[src/rtl/fixed_point_pkg.sv]
// Shared Q1.15 fixed-point types and constants for the state-vector datapath,
// plus the H-gate sequencer state encoding.
package fixed_point_pkg;

    typedef logic signed [15:0] q15_t;

    localparam q15_t INV_SQRT2 = 16'sh5A82;

    typedef struct packed {
        q15_t r;
        q15_t i;
    } cplx_q15_t;

    typedef enum logic [2:0] {
        ST_IDLE,
        ST_RD_A,
        ST_RD_B,
        ST_CAP,
        ST_WR_A,
        ST_WR_B,
        ST_DONE
    } hseq_state_e;

endpackage

[src/rtl/gate_h.sv]
// Combinational Hadamard butterfly: out0 = (a+b)/sqrt2, out1 = (a-b)/sqrt2 per component.
// Zero latency, no flow control; results wrap to 16 bits and round toward -inf.
module gate_h
    import fixed_point_pkg::*;
(
    input  cplx_q15_t a,
    input  cplx_q15_t b,
    output cplx_q15_t out0,
    output cplx_q15_t out1
);

    function automatic q15_t scale(input logic signed [16:0] s);
        logic signed [31:0] se;
        logic signed [31:0] ce;
        logic signed [31:0] p;
        se = {{15{s[16]}}, s};
        ce = {{16{INV_SQRT2[15]}}, INV_SQRT2};
        p  = se * ce;
        // Bits [30:15] are the arithmetic >>>15 truncated back to 16 bits.
        return p[30:15];
    endfunction

    logic signed [16:0] sum_r, sum_i, dif_r, dif_i;

    always_comb begin
        sum_r = {a.r[15], a.r} + {b.r[15], b.r};
        sum_i = {a.i[15], a.i} + {b.i[15], b.i};
        dif_r = {a.r[15], a.r} - {b.r[15], b.r};
        dif_i = {a.i[15], a.i} - {b.i[15], b.i};
        out0.r = scale(sum_r);
        out0.i = scale(sum_i);
        out1.r = scale(dif_r);
        out1.i = scale(dif_i);
    end

endmodule

[src/rtl/h_gate_sequencer.sv]
// In-place Hadamard over the whole amplitude RAM, one pair per 5 cycles (read a, read b, capture, write a, write b).
// Latency 5*2^(N_QUBITS-1) cycles from start to done; start is ignored while busy.
module h_gate_sequencer
    import fixed_point_pkg::*;
#(
    parameter int N_QUBITS = 4,
    parameter int ADDR_W   = N_QUBITS,
    parameter int TGT_W    = (N_QUBITS > 1) ? $clog2(N_QUBITS) : 1
) (
    input  logic                clk,
    input  logic                rst_n,
    input  logic                start,
    input  logic [TGT_W-1:0]    target,
    output logic                busy,
    output logic                done,
    output logic                err,
    output logic [ADDR_W-1:0]   mem_addr,
    output logic                mem_we,
    output logic signed [15:0]  mem_wr_r,
    output logic signed [15:0]  mem_wr_i,
    input  logic signed [15:0]  mem_rd_r,
    input  logic signed [15:0]  mem_rd_i
);

    localparam logic [ADDR_W-2:0] K_LAST = '1;
    localparam logic [TGT_W:0]    N_TGT  = (TGT_W+1)'(N_QUBITS);

    hseq_state_e         state;
    logic [TGT_W-1:0]    tgt_q;
    logic [ADDR_W-2:0]   k;
    logic                err_q;
    cplx_q15_t           amp_a, amp_b;
    cplx_q15_t           bf0, bf1, wr_dat;
    logic [ADDR_W-2:0]   k_nxt;
    logic [ADDR_W-1:0]   addr_a, addr_b, addr_a_nxt;
    logic                target_ok;

    // Pair index k with a zero spliced in at bit t gives the lower address of the pair.
    function automatic logic [ADDR_W-1:0] ins_zero(input logic [ADDR_W-2:0] kk,
                                                   input logic [TGT_W-1:0]  t);
        logic [ADDR_W-1:0] kx;
        logic [ADDR_W-1:0] low_mask;
        kx       = {1'b0, kk};
        low_mask = (ADDR_W'(1) << t) - ADDR_W'(1);
        return (kx & low_mask) | ((kx & ~low_mask) << 1);
    endfunction

    always_comb begin
        k_nxt      = k + 1'b1;
        addr_a     = ins_zero(k, tgt_q);
        addr_b     = addr_a | (ADDR_W'(1) << tgt_q);
        addr_a_nxt = ins_zero(k_nxt, tgt_q);
        target_ok  = {1'b0, target} < N_TGT;
    end

    gate_h u_bfly (
        .a    (amp_a),
        .b    (amp_b),
        .out0 (bf0),
        .out1 (bf1)
    );

    // Write data is decoded from state so it is zero whenever reset forces IDLE.
    always_comb begin
        wr_dat = '0;
        if (state == ST_WR_A)      wr_dat = bf0;
        else if (state == ST_WR_B) wr_dat = bf1;
    end

    assign mem_wr_r = wr_dat.r;
    assign mem_wr_i = wr_dat.i;

    // Outputs are loaded on the edge entering each state so they are valid for that whole state.
    always_ff @(posedge clk or negedge rst_n) begin
        if (!rst_n) begin
            state    <= ST_IDLE;
            tgt_q    <= '0;
            k        <= '0;
            err_q    <= 1'b0;
            amp_a    <= '0;
            amp_b    <= '0;
            busy     <= 1'b0;
            done     <= 1'b0;
            err      <= 1'b0;
            mem_we   <= 1'b0;
            mem_addr <= '0;
        end else begin
            done   <= 1'b0;
            err    <= 1'b0;
            mem_we <= 1'b0;
            case (state)
                ST_IDLE: begin
                    mem_addr <= '0;
                    if (start) begin
                        tgt_q <= target;
                        k     <= '0;
                        busy  <= 1'b1;
                        if (target_ok) begin
                            err_q <= 1'b0;
                            state <= ST_RD_A;
                        end else begin
                            err_q <= 1'b1;
                            state <= ST_DONE;
                            done  <= 1'b1;
                            err   <= 1'b1;
                        end
                    end
                end
                ST_RD_A: begin
                    state    <= ST_RD_B;
                    mem_addr <= addr_b;
                end
                ST_RD_B: begin
                    amp_a    <= '{r: mem_rd_r, i: mem_rd_i};
                    state    <= ST_CAP;
                    mem_addr <= addr_a;
                end
                ST_CAP: begin
                    amp_b    <= '{r: mem_rd_r, i: mem_rd_i};
                    state    <= ST_WR_A;
                    mem_addr <= addr_a;
                    mem_we   <= 1'b1;
                end
                ST_WR_A: begin
                    state    <= ST_WR_B;
                    mem_addr <= addr_b;
                    mem_we   <= 1'b1;
                end
                ST_WR_B: begin
                    if (k == K_LAST) begin
                        state    <= ST_DONE;
                        done     <= 1'b1;
                        err      <= err_q;
                        mem_addr <= '0;
                    end else begin
                        k        <= k_nxt;
                        state    <= ST_RD_A;
                        mem_addr <= addr_a_nxt;
                    end
                end
                ST_DONE: begin
                    state    <= ST_IDLE;
                    busy     <= 1'b0;
                    mem_addr <= '0;
                end
                default: begin
                    state    <= ST_IDLE;
                    busy     <= 1'b0;
                    mem_addr <= '0;
                end
            endcase
        end
    end

endmodule

[config.mk]
export PLATFORM = sky130hd
export DESIGN_NAME = h_gate_sequencer
export DESIGN_NICKNAME = d
export VERILOG_FILES = /design/src/rtl/fixed_point_pkg.sv /design/src/rtl/gate_h.sv /design/src/rtl/h_gate_sequencer.sv
export SDC_FILE = /design/constraint.sdc
export NUM_CORES = 1
export LEC_CHECK = 0
export ABC_CLOCK_PERIOD_IN_PS = 31900
export CAP_MARGIN = 20
export CORE_UTILIZATION = 31
export DETAILED_ROUTE_END_ITERATION = 10
export MAX_ROUTING_LAYER = met4
export SLEW_MARGIN = 40
export SYNTH_ARGS = -nofsm -noshare
export SYNTH_HDL_FRONTEND = slang
export SYNTH_SLANG_ARGS = --single-unit
[constraint.sdc]
create_clock -name clk -period 31.9 [get_ports clk]
set_input_delay 7.975 -clock clk [delete_from_list [all_inputs] [get_ports clk]]
set_output_delay 7.975 -clock clk [all_outputs]
set_load 0.03 [all_outputs]
==> results list <==
- The flow ran to the end, and the final reports show no timing, DRC or antenna violations.
- Placed wire-length estimate: 42600 um
* CP Capture Type: output pin
- Synthesized netlist net count: 2929
- Finished Core Util: 34.9%
* Async set-or-reset flop fraction in the synthesized netlist: 100%
- After technology mapping, the gate count stands at 2117.
- For this run, the number of standard cells in the final layout without fillers is slightly above 3000.
* Via count: 14533
* Critical path class: reg -> out
* Post-synth design cell area: roughly 21000 um^2
* Buffers added on ports: 75
* Final estimated routing congestion in global placement: just under 0.9
* Portion of the clock cycle consumed by the worst path in the final layout: between 50 and 60%
- Data arrives at the worst endpoint at between 9 and 10 ns.
- Number of nets still failing antenna checks after routing: 0
* Starting density of the core: a little under a third
- Router iterations before antenna repair: 5
* Final-stage net count: between 2000 and 3000
- The setup check on the worst reg-to-reg path leaves a slack of roughly 30 ns.
- The layout has about 6700 filler cells.
- After synthesis the netlist holds a flip-flop and latch count of between 70 and 80.
- The tool flagged a number of max-cap violations equal to 0.
- The largest total area in the synthesized netlist belongs to sky130_fd_sc_hd__ha_1.
- The max-slew violation total from the final report was 0.
- In this run the deepest clock path goes through 2 buffers.
* Global routing usage summed across all routing layers: 15.3%
* Buffer cell driving the clock tree root: sky130_fd_sc_hd__clkbuf_16
- Max-slew headroom at the worst pin: about two fifths
* Chip Width: roughly 260 um
* Worst reg2reg path startpoint: state[1]
* Critical path data required time: around 24 ns
- RSZ-0062 raised after global routing: no
* Slew of the pin with the lowest slew margin: slightly above 0.9 ns
- Capture point of the worst reg-to-reg path: state[2]
* Master of the slowest instance on the critical path: sky130_fd_sc_hd__clkdlybuf4s50_1
- Sum Neg Setup Slack: 0 ns
- Number of standard-cell rows in the floorplan: 94
- Entering global routing, the biggest net connects 64 pins.
* Number of cells traversed by the worst register-to-register path: 6
* Start point of the worst min-delay path: busy
- Setup violations remaining at the end of the flow were counted as 0.
- Aggregate global routing overflow: 0
- Antenna violations before repair: 1
- Routed WL: a little under 50000 um
- Clock Latency Late Sink: 0.35 ns
- After layout, the minimum clock period comes to 17.05 ns.
- Synthesis instantiated 90 different standard cells from the library.
- TritonCTS built the clock tree.
* Maximum net fanout on the critical path: 9
- STA classifies the critical path startpoint as a flop.
* 1st-iter DRT viols: ~500
* Cell repeated most along the worst path: sky130_fd_sc_hd__fa_1
* Clock edge transition at the registers on the reported setup and hold paths: approximately 0.06 ns
- Counting tap cells, the placed design contains a total of slightly above 3000 instances.
- Synthesis warning total: 0
- First-pass GRT wire length: slightly above 80000 um
* Clock buffer count from CTS: 9
- Post-CTS timing repair inserted 0 buffers for setup.
- Buffers inserted to repair hold after CTS numbered 0.
- A synthesized cell averages around 10 um^2.
- CTS sink count: slightly below 80
* Area share of the largest cell type after synthesis: around 31%
- After detailed routing, the number of remaining DRC violations is 0.
* Area grow syn2layout: 10.4%
- Via count of the first global-routing pass: 15820
- Of the synthesized area, sequential elements account for a little under a tenth.
* Share of layout cells above drive strength 1: 7.24%
- Die Y: ~260 um
- The die covers a little under 70000 um^2.
- The number of hold violations in the final report is 0.
- Peak clock frequency supported by timing: around 59 MHz
* Maximum cell stage delay along the critical path: 0.69 ns
- Worst hold margin: between 0.4 and 0.5 ns
* Prevailing post-synth register cell: sky130_fd_sc_hd__dfrtp_1
- Number of top-level design ports: 77
- Mean routed wirelength per cell: ~16 um
- Standard cell core area: 66300 um^2
- The worst hold path was traced through 2 stages.
- For hold timing, the worst endpoint is busy.
* Layout Skew: about 0.0064 ns
* Vias/cell: 4.77
* Number of H-tree branching levels: 3
- The worst hold path belongs to the class reg -> reg.
- Leading post-synthesis cells by cell area: sky130_fd_sc_hd__ha_1 (31%), sky130_fd_sc_hd__fa_1 (24%), sky130_fd_sc_hd__dfrtp_1 (9.4%)
- Once the clock tree was built, the resizer swapped 0 gates to a different size.
- In this run, synthesis inferred 0 flip-flops with an integrated enable.
-- registers in the layout (all words and copies together), names as in the netlist --
register / flops
done: 1
mem_we: 1
amp_a: 32
busy: 1
state: 3
k: 3
mem_addr: 4
tgt_q: 2
amp_b: 32
-- through the flow --
stage	cell area, um^2	setup slack (ns)
finish	23200	14.85
global route	23200	14.30
CTS	23100	14.69
detailed placement	22800	15.07
global placement	22700	15.31
floorplan	21000	15.77
-- critical path: cells and delay by family, from the launching register on --
kind / cells / cell delay, ns
AOI/OAI and AO/OA: 10 / 2.26
xor gates and xnor gates: 2 / 0.43
and+or+nand+nor: 7 / 1.27
buffers and inverters: 5 / 0.94
DFF: 1 / 0.38
adders and majority gates: 9 / 3.43
-- worst max path at each step --
stage	startpoint	endpoint	slack, ns	depth (start not counted)
after global placement	amp_a[0]	mem_wr_i[15]	15.31	31
after global routing	amp_a[16]	mem_wr_r[15]	14.30	33
after floorplan	amp_a[16]	mem_wr_r[11]	15.77	26
final	amp_a[16]	mem_wr_r[15]	14.85	33
after CTS	amp_a[16]	mem_wr_r[15]	14.69	33
after detailed placement	amp_a[16]	mem_wr_r[15]	15.07	33
-- kinds of logic after synthesis --
family | after synthesis | synth area share [%]
fa+ha+maj | 775 | 55.2
buf+inv | 454 | 8.28
simple gates | 300 | 7.16
compound gates | 285 | 9.69
xor+xnor | 157 | 6.68
flops | 79 | 9.43
mux | 66 | 3.54
other cells | 1 | 0.0179
-- metal layers --
layer | wire length, um | track usage, % | up-vias | share of wire, %
met5 | 0 | - | - | 0
met4 | 1130 | 4.40 | 0 | 2.3
met3 | 808 | 0.945 | 46 | 1.7
met2 | 24200 | 26.7 | 148 | 50
met1 | 22400 | 18.8 | 7196 | 46
li1 | - | - | 7143 | -
-- cell type report --
class                      count  area [um^2]  area share, %
antenna                        1         2.50         0.0108
clock buffer                  12          236           1.02
timing repair buffer          91          880           3.80
sequential                    79         1980           8.54
tap                          864         1080           4.67
inverter                     413         1550           6.69
multi-input combinational   1584        17400           75.1
clock inverter                 4         31.3          0.135
-- layout by cell type (no fill, tap or decap), types with 65 or more instances in the layout --
| master | instances |
|---|---|
| sky130_fd_sc_hd__a21oi_1 | 72 |
| sky130_fd_sc_hd__clkdlybuf4s50_1 | 74 |
| sky130_fd_sc_hd__dfrtp_1 | 79 |
| sky130_fd_sc_hd__fa_1 | 250 |
| sky130_fd_sc_hd__ha_1 | 525 |
| sky130_fd_sc_hd__inv_1 | 411 |
| sky130_fd_sc_hd__mux2_2 | 65 |
| sky130_fd_sc_hd__nand2_1 | 67 |
| sky130_fd_sc_hd__nor2_1 | 84 |
| sky130_fd_sc_hd__xnor2_1 | 91 |
-- synthesized netlist by cell type (5+ instances only) --
master                       n
sky130_fd_sc_hd__xnor2_1   106
sky130_fd_sc_hd__buf_2       8
sky130_fd_sc_hd__o21ai_0    39
sky130_fd_sc_hd__xor2_1     49
sky130_fd_sc_hd__o21ai_1     5
sky130_fd_sc_hd__nor4_1      5
sky130_fd_sc_hd__inv_1     411
sky130_fd_sc_hd__a211oi_1   10
sky130_fd_sc_hd__fa_1      250
sky130_fd_sc_hd__a21oi_2     5
sky130_fd_sc_hd__nor2_1     85
sky130_fd_sc_hd__clkbuf_1   25
sky130_fd_sc_hd__nand4_1     5
sky130_fd_sc_hd__o21a_1     13
sky130_fd_sc_hd__mux2_2     65
sky130_fd_sc_hd__nor3_1     17
sky130_fd_sc_hd__nand3_1    18
sky130_fd_sc_hd__or2_2       9
sky130_fd_sc_hd__and2_1     15
sky130_fd_sc_hd__a31oi_1     7
sky130_fd_sc_hd__nor2b_1    25
sky130_fd_sc_hd__o21bai_1   14
sky130_fd_sc_hd__a21oi_1    72
sky130_fd_sc_hd__o22ai_1    25
sky130_fd_sc_hd__ha_1      525
sky130_fd_sc_hd__dfrtp_1    79
sky130_fd_sc_hd__a21o_1     26
sky130_fd_sc_hd__or3_1       9
sky130_fd_sc_hd__nand2_1    67
sky130_fd_sc_hd__nand2b_1   18
sky130_fd_sc_hd__and3_1      7
Power is left out: the tool's default activity adds up to more than one toggle a clock period on the data nets, which glitch-free logic cannot reach.
